==> src/rtl/is4310_rtu_pkg.sv <==
// Shared types and constants for the is4310 RTU byte link.
package is4310_rtu_pkg;
  typedef enum logic [1:0] {ST_IDLE, ST_START, ST_DATA, ST_STOP} state_e;
  localparam int   DATA_BITS  = 8;
  localparam int   FRAME_BITS = 10;
  localparam logic LINE_IDLE  = 1'b1;
endpackage

==> src/rtl/is4310_uart_rx.sv <==
// 8N1 receiver: start detect, mid-bit sampling, stop-bit validation.
module is4310_uart_rx
  import is4310_rtu_pkg::*;
#(
  parameter int CLKS_PER_BIT = 4
) (
  input  logic       clk,
  input  logic       reset,
  input  logic       line_i,
  input  logic       rx_enable_i,
  output logic [7:0] byte_o,
  output logic       valid_o
);
  localparam int CW = $clog2(CLKS_PER_BIT);
  localparam logic [CW-1:0] LAST = CW'(CLKS_PER_BIT - 1);
  // Detect already costs one cycle, so the start sample lands at mid-bit of the launch edge.
  localparam logic [CW-1:0] HALF = CW'(CLKS_PER_BIT / 2 - 2);

  state_e        state_q, state_d;
  logic [CW-1:0] cnt_q, cnt_d;
  logic [2:0]    bit_q, bit_d;
  logic [7:0]    sh_q, sh_d;
  logic          armed_q, armed_d;

  always_ff @(posedge clk) begin
    if (reset) begin
      state_q <= ST_IDLE;
      cnt_q   <= '0;
      bit_q   <= '0;
      sh_q    <= '0;
      armed_q <= 1'b1;
    end else begin
      state_q <= state_d;
      cnt_q   <= cnt_d;
      bit_q   <= bit_d;
      sh_q    <= sh_d;
      armed_q <= armed_d;
    end
  end

  always_comb begin
    state_d = state_q;
    cnt_d   = cnt_q;
    bit_d   = bit_q;
    sh_d    = sh_q;
    armed_d = armed_q;
    valid_o = 1'b0;
    case (state_q)
      ST_IDLE: begin
        // armed_q blocks re-triggering on a low line left over from an ignored or bad frame
        if (line_i) armed_d = 1'b1;
        else if (armed_q && rx_enable_i) begin
          state_d = ST_START;
          cnt_d   = '0;
        end else armed_d = 1'b0;
      end
      ST_START: begin
        if (cnt_q == HALF) begin
          cnt_d = '0;
          if (line_i) begin
            state_d = ST_IDLE;
            armed_d = 1'b1;
          end else begin
            state_d = ST_DATA;
            bit_d   = '0;
          end
        end else cnt_d = cnt_q + 1'b1;
      end
      ST_DATA: begin
        if (cnt_q == LAST) begin
          cnt_d = '0;
          sh_d  = {line_i, sh_q[7:1]};
          if (bit_q == 3'(DATA_BITS - 1)) state_d = ST_STOP;
          else bit_d = bit_q + 3'd1;
        end else cnt_d = cnt_q + 1'b1;
      end
      ST_STOP: begin
        if (cnt_q == LAST) begin
          cnt_d   = '0;
          state_d = ST_IDLE;
          armed_d = line_i;
          valid_o = line_i;
        end else cnt_d = cnt_q + 1'b1;
      end
      default: state_d = ST_IDLE;
    endcase
  end

  assign byte_o = sh_q;
endmodule

==> src/rtl/is4310_rtu_link.sv <==
// RTU byte link: 8N1 transmitter looped back into the receiver, plus debug byte count.
module is4310_rtu_link
  import is4310_rtu_pkg::*;
#(
  parameter int CLKS_PER_BIT = 4
) (
  input  logic       clk,
  input  logic       reset,
  input  logic       tx_enable,
  input  logic [7:0] tx_data,
  input  logic       rx_enable,
  output logic [7:0] rx_data,
  output logic [3:0] debug_counter
);
  localparam int CW = $clog2(CLKS_PER_BIT);
  localparam logic [CW-1:0] LAST = CW'(CLKS_PER_BIT - 1);

  state_e        tx_q, tx_d;
  logic [CW-1:0] cnt_q, cnt_d;
  logic [2:0]    bit_q, bit_d;
  logic [7:0]    sh_q, sh_d;
  logic          line_q, line_d;
  logic [7:0]    rx_data_q, rx_byte;
  logic [3:0]    dbg_q;
  logic          rx_valid;

  always_ff @(posedge clk) begin
    if (reset) begin
      tx_q   <= ST_IDLE;
      cnt_q  <= '0;
      bit_q  <= '0;
      sh_q   <= '0;
      line_q <= LINE_IDLE;
    end else begin
      tx_q   <= tx_d;
      cnt_q  <= cnt_d;
      bit_q  <= bit_d;
      sh_q   <= sh_d;
      line_q <= line_d;
    end
  end

  always_comb begin
    tx_d   = tx_q;
    cnt_d  = cnt_q;
    bit_d  = bit_q;
    sh_d   = sh_q;
    line_d = line_q;
    case (tx_q)
      ST_IDLE: begin
        line_d = LINE_IDLE;
        if (tx_enable) begin
          tx_d   = ST_START;
          sh_d   = tx_data;
          cnt_d  = '0;
          line_d = 1'b0;
        end
      end
      ST_START: begin
        if (cnt_q == LAST) begin
          tx_d   = ST_DATA;
          cnt_d  = '0;
          bit_d  = '0;
          line_d = sh_q[0];
        end else cnt_d = cnt_q + 1'b1;
      end
      ST_DATA: begin
        if (cnt_q == LAST) begin
          cnt_d = '0;
          if (bit_q == 3'(DATA_BITS - 1)) begin
            tx_d   = ST_STOP;
            line_d = 1'b1;
          end else begin
            bit_d  = bit_q + 3'd1;
            sh_d   = {1'b0, sh_q[7:1]};
            line_d = sh_q[1];
          end
        end else cnt_d = cnt_q + 1'b1;
      end
      ST_STOP: begin
        if (cnt_q == LAST) begin
          cnt_d = '0;
          // back-to-back launch: start bit follows stop with no idle gap
          if (tx_enable) begin
            tx_d   = ST_START;
            sh_d   = tx_data;
            line_d = 1'b0;
          end else tx_d = ST_IDLE;
        end else cnt_d = cnt_q + 1'b1;
      end
      default: tx_d = ST_IDLE;
    endcase
  end

  is4310_uart_rx #(.CLKS_PER_BIT(CLKS_PER_BIT)) u_rx (
    .clk         (clk),
    .reset       (reset),
    .line_i      (line_q),
    .rx_enable_i (rx_enable),
    .byte_o      (rx_byte),
    .valid_o     (rx_valid)
  );

  always_ff @(posedge clk) begin
    if (reset) begin
      rx_data_q <= 8'h00;
      dbg_q     <= 4'h0;
    end else if (rx_valid) begin
      rx_data_q <= rx_byte;
      dbg_q     <= dbg_q + 4'h1;
    end
  end

  assign rx_data       = rx_data_q;
  assign debug_counter = dbg_q;
endmodule

==> config.mk <==
export PLATFORM = sky130hd
export DESIGN_NAME = is4310_rtu_link
export DESIGN_NICKNAME = d
export VERILOG_FILES = /design/src/rtl/is4310_rtu_pkg.sv /design/src/rtl/is4310_uart_rx.sv /design/src/rtl/is4310_rtu_link.sv
export SDC_FILE = /design/constraint.sdc
export NUM_CORES = 1
export LEC_CHECK = 0
export CAP_MARGIN = 0
export CORE_MARGIN = 4
export CORE_UTILIZATION = 60
export CTS_CLUSTER_SIZE = 14
export DETAILED_ROUTE_END_ITERATION = 16
export PLACE_DENSITY = 0.95
export SLEW_MARGIN = 10
export SYNTH_ARGS = -nofsm -noshare
export SYNTH_HDL_FRONTEND = slang
export SYNTH_SLANG_ARGS = --single-unit
export TNS_END_PERCENT = 50
==> constraint.sdc <==
create_clock -name clk -period 5 [get_ports clk]
set_input_delay 1 -clock clk [delete_from_list [all_inputs] [get_ports clk]]
set_output_delay 1 -clock clk [all_outputs]
set_load 0.1 [all_outputs]
Yosys cells after proc, flatten, opt, wreduce, memory -nomap -nowiden
Index checks and enable logic that the tools add are counted.
Cells by class
  add/sub/neg operators: 5
  multipliers: 0
  div/mod/pow operators: 0
  magnitude comparators: 0
  eq/ne operators: 27
  shifts and indexed selects: 0
  mux-type cells: 52
  bitwise operators: 0
  reductions and logical operators: 19
Operator list (number)
  2-bit 2-to-1 mux: 18
  8-bit 2-to-1 mux: 4
  8-bit one-hot mux with 3 select lines: 1
  2-bit != test (second input constant): 11
  3-bit 2-to-1 mux: 7
  2-bit one-hot mux with 4 select lines: 2
  5-bit AND reduction: 3
  1-bit 2-to-1 mux: 14
  2-bit equality test (second input constant): 6
  3-bit one-hot mux with 2 select lines: 2
  4-bit AND reduction: 3
  2-bit by 1-bit != test with 1-bit output (second input constant): 5
  3-bit by 1-bit adder with 3-bit output (second input constant): 2
  3-bit equality test (second input constant): 2
  2-bit zero test: 3
  2-bit one-hot mux with 3 select lines: 1
  6-bit AND reduction: 1
  3-bit nonzero test: 2
  2-bit by 1-bit adder with 2-bit output (second input constant): 2
  4-bit by 1-bit adder with 4-bit output (second input constant): 1
  2-bit by 1-bit equality test with 1-bit output (second input constant): 2
  1-bit one-hot mux with 4 select lines: 1
  2-bit one-hot mux with 2 select lines: 1
  2-bit AND reduction: 2
  6 further kinds: 7
Storage, ports and cells
  flip-flop bits (word level): 44
  latch bits: 0
  RAM bits: 0
  bits in read-only memories: 0
  input port bits: 12
  output and inout port bits: 12
  memories kept: 0

Logic depth before layout (Yosys ltp)
Gate-level depths: netlist of run 1.
  depth after elaboration: 4
  gate-level depth with buffers: 6
  mapped depth without buffers: 5

Modules after synthesis
From an unflattened synthesis of run 1, not the netlist that was laid out.
Unflattened totals
  cell total of the unflattened synthesis: 226
  area total of the unflattened synthesis: 2239.6 um2
By module, submodules not included
  is4310_rtu_link: instances 1, cells each 146, area an instance 1477.7 um2, sequential area each 560.5 um2
  is4310_uart_rx: instances 1, cells each 80, area an instance 762.0 um2, sequential area each 320.3 um2

Worst setup path after synthesis of run 1
No wires, ideal clock.
  path type: input to register
  from: in reset
  to: reg dbg_q[0], in the netlist debug_counter[0]
  setup time: 0.128 ns
  data arrival time: 1.878 ns
  data required time: 4.872 ns
  slack: 2.994 ns
  stages: 4
  buffers on the path: 3
  path through: clkbuf_1 clkbuf_1 buf_1 nor2_1
RTL lines
  start, declared: line is4310_rtu_link.sv:8  | input logic reset,
  end signal, assigned: line is4310_rtu_link.sv:110  | dbg_q <= dbg_q + 4'h1;
  end, declared: line is4310_rtu_link.sv:24  | logic [3:0] dbg_q;
No word-level cell between the ends.

Worst setup path after layout of run 1
  from: reg dbg_q[0], in the netlist debug_counter[0]
  to: out debug_counter[0]
RTL lines
  end, declared: line is4310_rtu_link.sv:13  | output logic [3:0] debug_counter
No word-level cell between the ends.

==> key figures, run 1 <==
STA
  • RSZ-0062 raised after global routing: false
  • Pins over their slew limit: 0
  • Actual slew at the worst max-slew pin: 1004 ps
  • Minimum clock period: 2863 ps
  • Final Setup Violations: 0
  • Max Clock Skew: between 10 and 15 ps
  • Final setup margin: 2137 ps
  • Hold_ws: 457.0 ps
  • Slew margin rel.: 32.84%
  • Endpoints failing hold: 0
  • Setup TNS: 0 ps
  • Fmax: 349.3 MHz
  • Period utilization: between 50% and 60%

Synth
  • Async set-reset flop share out of synthesis: 0%
  • Number of flops mapped to enable cells by yosys: 0
  • Sequential share of the synthesized area: 40.23%
  • Synth Instances: 239
  • Syn Nets: 266
  • Post-synth cell types: 42
  • Yosys warns: 0
  • Mapped cell area: around 2200 um^2
  • Average size of a mapped cell: a little over 9 um^2
  • Flip-flop and latch count after synthesis: 44
  • Main synth FF type: dfxtp_1

Power and ir drop
  • Leak: 0.9953 nW
  • IR drop worst, VDD: 0.3022 mV
  • Power per cell area: 391.7 nW/um^2

Clock tree
  • TritonCTS Buffers: 5
  • Hold buffer count at cts: 0
  • Number of setup buffers added after CTS: 0
  • Max clock buf depth: 2
  • Clock Latency Late Sink: a little over 300 ps
  • Clk sinks: 44
  • PostCTS Resize Cnt: 0
  • CTS tree: done
  • Root buf cell: clkbuf_8
  • CTS clk-pin slew, worst paths: 90 ps
  • H-tree Lvls: 2

Cells and area
  • Commonest non-fill, non-tap cells in the layout: 44 x dfxtp_1, 25 x nand2_1, 23 x clkdlybuf4s50_1
  • Most common cell after layout, fill and taps aside: dfxtp_1
  • Layout area overhead: 16.57%
  • # diodes: 0
  • Nets: approximately 290
  • Share of cells above drive strength 1: 8.494%

Worst setup path
  • Slowest cell on the critical path: clkdlybuf4s50_1
  • Crit Path Max Fanout: 4
  • Worst Path Buf+Inv: 1
  • Worst EP required: 4000 ps
  • Critical Path Max Stage Delay: about 1200 ps
  • Crit path DAT: between 1500 and 2000 ps
  • Worst reg-to-reg setup slack: 2740 ps
  • Worst setup EP type: primary output
  • Startpoint types: flop
  • Worst Setup Path Type: flop to primary output
  • Crit-path leading delay family: buffers and inverters
  • Crit path cell chain: clkdlybuf4s50_1

Route
  • Remaining DRCs: 0
  • Post-Route WL: 4.243 mm
  • Drt initial violations: 118
  • TritonRoute pass-1 iters: 4
  • Drt via density: about 5.7
  • Wirelength per Cell: roughly 14 um
  • Vias: 1731
  • Remaining antenna violation count: 0

Placed design
  • Dpl ws: 2478 ps
  • Port Buf Inserts: 23
  • Detail Placement HPWL: 2.841 mm
  • Gp weighted congestion: 0.8225

GRT
  • Initial antenna violation count: 0
  • Pin count of the biggest net entering global routing: 57
  • Met1 usage in global routing: 23.36%
  • Met2 GRT Util: about a third
  • GRT Total Usage: 20.31%
  • Vias in the first global route: 1651
  • Global-route wire length before repair: 7.058 mm
  • Met3 layer usage reported by global route: 6.076%
  • GR peak layer: met2
  • Congestion Overflow GR: 0

Floorplanning
  • Top Ports: 24
  • Die Width: 68.41 um
  • Initial core utilization: a little under two thirds
  • Die H: 68.41 um
  • Die area: about 4700 um^2
  • Row count: 21
  • Core ar.: between 3000 and 4000 um^2

Job
  • Max_cap viols: 0

Run status
  • Status: finished clean

Min path
  • HP Class: flop to flop
-- power breakdown --
group	switching [mW]	internal [mW]	total [mW]
registers	0.0414	0.389	0.430
logic	0.144	0.142	0.287
clock network	0.132	0.151	0.283
-- cell usage after synthesis (2+ instances only) --
library cell | number | share of area, %
nand2_1 | 25 | 4.3
buf_2 | 3 | 0.69
nand3b_1 | 8 | 2.7
o21ai_0 | 5 | 1.1
nor2b_1 | 10 | 2.9
or3b_2 | 2 | 0.80
mux2_2 | 7 | 3.6
ha_1 | 15 | 8.6
a21oi_1 | 20 | 4.6
nand4_1 | 2 | 0.57
nand3_1 | 6 | 1.4
buf_1 | 2 | 0.34
a31oi_1 | 3 | 0.86
a211oi_1 | 2 | 0.69
inv_1 | 8 | 1.4
nand2b_1 | 8 | 2.3
mux2i_1 | 19 | 8.7
nor2_1 | 19 | 3.3
clkbuf_1 | 7 | 1.2
dfxtp_1 | 44 | 40
or3_1 | 3 | 0.86
-- metrics by stage --
step / instance area, um^2 / total power, mW / std cells / util [%]
2_1_floorplan: 2190 / 0.6614 / 239 / -
3_3_place_gp: 2436 / 0.7088 / 297 / 70.77
3_5_place_dp: 2436 / 0.7231 / 297 / 70.77
4_1_cts: 2552 / 1.003 / 305 / 74.15
5_1_grt: 2552 / 1.057 / 305 / 74.15
6_report: 2552 / 0.9998 / 305 / 74.15
-- routing by layer --
| metal | up-vias | share of wire [%] |
|---|---|---|
| li1 | 869 | - |
| met1 | 824 | 45 |
| met2 | 30 | 49 |
| met3 | 8 | 4.1 |
| met4 | 0 | 1.9 |
| met5 | - | 0 |
-- sequential cells by signal (all words and copies together) (netlist names), named ones only --
signal / flops
rx_data: 8
debug_counter: 4
sh_q: 8
tx_q: 2
u_rx.cnt_q: 2
bit_q: 3
line_q: 1
u_rx.byte_o: 8
u_rx.armed_q: 1
u_rx.state_q: 1
u_rx.bit_q: 3
cnt_q: 2
-- layout make-up --
cell class              count  area (um^2)
multi-input cells         175         1230
fillers                   255        889.6
flip-flops and latches     44        880.8
repair buffers             24        237.7
clock buffers               5        68.82
well taps                  46        57.56
clock inverters             3        47.55
inverters                   8        30.03
-- kinds of logic after synthesis --
logic type | count (synthesis) | share of synthesized area [%]
compound gates | 42 | 12.57
buf+inv | 20 | 3.600
flops | 44 | 40.23
xor+xnor | 1 | 0.4001
simple gates | 91 | 22.34
fa+ha+maj | 15 | 8.571
mux | 26 | 12.29
-- worst paths after layout --
check,cells after the start,from,to
setup reg to reg,5,tx_q[0],sh_q[5]
hold / removal,2,rx_data[1],rx_data[1]
hold reg to reg,2,rx_data[1],rx_data[1]
setup / recovery,1,debug_counter[0],debug_counter[0]
Power figures use the tool's default switching activity.
==> run 2, diff against run 1 <==
CORE_UTILIZATION = 50   (was 60)
PLACE_DENSITY = 0.86   (was 0.95)
clock period = 2.6 ns   (was 5 ns; I/O delays follow)
==> key figures, run 2 (synthesis gave the netlist of run 1 again) <==
STA
  • RSZ-0062 raised after global routing: false
  • Minimum clock period: 2222 ps
  • Slew margin rel.: 65.71% (+33 points)
  • Actual slew at the worst max-slew pin: 512.8 ps (-491.5 ps)
  • Pins over their slew limit: 0 (unchanged)
  • Final Setup Violations: 0 (unchanged)
  • Endpoints failing hold: 0 (unchanged)
  • Setup TNS: 0 ps (unchanged)
  • Max Clock Skew: 7.035 ps (-3.377 ps)
  • Period utilization: 85.45%
  • Fmax: around 450 MHz

Clock tree
  • Number of setup buffers added after CTS: 0 (unchanged)
  • H-tree Lvls: 2 (unchanged)
  • Root buf cell: clkbuf_8
  • TritonCTS Buffers: 5 (unchanged)
  • Clk sinks: 44 (unchanged)
  • CTS tree: done
  • Max clock buf depth: 2 (unchanged)
  • CTS clk-pin slew, worst paths: 90 ps (about the same)
  • Hold buffer count at cts: 0 (unchanged)
  • Clock Latency Late Sink: 300 ps (about the same)
  • PostCTS Resize Cnt: 0 (unchanged)

GRT
  • Initial antenna violation count: 0 (unchanged)
  • Congestion Overflow GR: 0 (unchanged)
  • Pin count of the biggest net entering global routing: 38 (-33%)
  • Vias in the first global route: 1530 (-7.3%)
  • GRT Total Usage: 15.59% (-4.7 points)
  • Global-route wire length before repair: 6.727 mm (-4.7%)

Worst setup path
  • Worst setup EP type: flop
  • Worst Setup Path Type: flop to flop
  • Crit path DAT: 2460 ps (+600 ps)
  • Worst EP required: 2840 ps (-1160 ps)
  • Crit Path Max Fanout: 9 (+5)
  • Startpoint types: flop

Floorplanning
  • Initial core utilization: 53.21% (-10 points)
  • Die H: 74.18 um (+8.4%)
  • Core ar.: 4115 um^2 (+20%)
  • Die Width: 74.18 um (+8.4%)
  • Row count: 23 (+9.5%)
  • Top Ports: 24 (unchanged)
  • Die area: 5502 um^2 (+18%)

Cells and area
  • Most common cell after layout, fill and taps aside: dfxtp_1
  • Layout area overhead: 17.03%
  • # diodes: 0 (unchanged)
  • Commonest non-fill, non-tap cells in the layout: 44 x dfxtp_1, 25 x nand2_1, 20 x a21oi_1
  • Share of cells above drive strength 1: 14.12% (+5.6 points)
  • Nets: 288 (+1.1%)
  • Final core occ: 62.27% (-12 points)

Route
  • Remaining DRCs: 0 (unchanged)
  • Remaining antenna violation count: 0 (unchanged)
  • TritonRoute pass-1 iters: 4 (unchanged)
  • Vias: 1718 (-0.75%)
  • Drt initial violations: 91 (-23%)
  • Post-Route WL: 3.960 mm (-6.7%)
  • Drt via density: 5.506 (-3.0%)
  • Wirelength per Cell: 12.69 um (-8.8%)

Power and ir drop
  • Power per cell area: 751.7 nW/um^2 (+92%)
  • IR drop worst, VDD: 0.4586 mV (+52%)
  • Leak: 1.039 nW (+4.4%)

Min path
  • HP Class: flop to flop

Placed design
  • Detail Placement HPWL: 2.754 mm (-3.1%)
  • Port Buf Inserts: 23 (unchanged)
  • Gp weighted congestion: 0.8182 (-0.52%)

Job
  • Max_cap viols: 0 (unchanged)

Run status
  • Status: finished clean
## run 2: cell count changes in the layout (fill, tap and decap cells not counted)
cell             previous run  this run
buf_4                       1        15
buf_12                      0         1
clkdlybuf4s50_1            23        11
## run 2: path summary, 6_finish.rpt
check / start / cells past startpoint / slack, ps / end
worst max register to register: tx_q[0] / 6 / 380 / tx_q[1]
worst max-delay path: tx_q[0] / 6 / 380 / tx_q[1]
worst min register to register: u_rx.byte_o[0] / 2 / 460 / rx_data[0]
worst min-delay path: u_rx.byte_o[0] / 2 / 460 / rx_data[0]
## run 2: critical path, cell delays in order, from the launching register on
cell and delay (ps):
dfxtp_1 370, inv_1 130, ha_1 330, buf_4 220, or3_1 410, a211oi_1 460
mux2i_1 230
## run 2: area by class of cell
type | instances | area (um^2)
inverter | 8 | 30.03
multi-input combinational | 175 | 1230
clock buffer | 5 | 68.82
sequential | 44 | 880.8
tap | 50 | 62.56
timing repair buffer | 27 | 242.7
clock inverter | 3 | 47.55
fill | 354 | 1553
## run 2: metrics by stage
stage / cell area [um^2] / hold slack, ps / power, mW / worst slack [ps] / cells
finish: 2562 / 457.3 / 1.926 / 378.3 / 312
global route: 2562 / 481.3 / 2.040 / 220.8 / 312
CTS: 2562 / 459.2 / 1.945 / 385.5 / 312
detailed placement: 2446 / 444.9 / 1.402 / 419.9 / 304
global placement: 2446 / 438.9 / 1.378 / 519.1 / 304
floorplan: 2190 / 431.6 / 1.272 / 789.0 / 239
## run 2: power by group
group,switching (mW),total (mW),internal (mW)
logic,0.289,0.572,0.283
registers,0.0762,0.824,0.748
clock network,0.241,0.530,0.289
## run 2: layer usage
metal  track usage, %  wire length (um)  vias to the layer above
met5                0                 0                        -
met4            6.640                73                        0
met3            4.459               144                        8
met2            25.10              1807                       24
met1            19.53              1934                      801
li1                 -                 -                      885
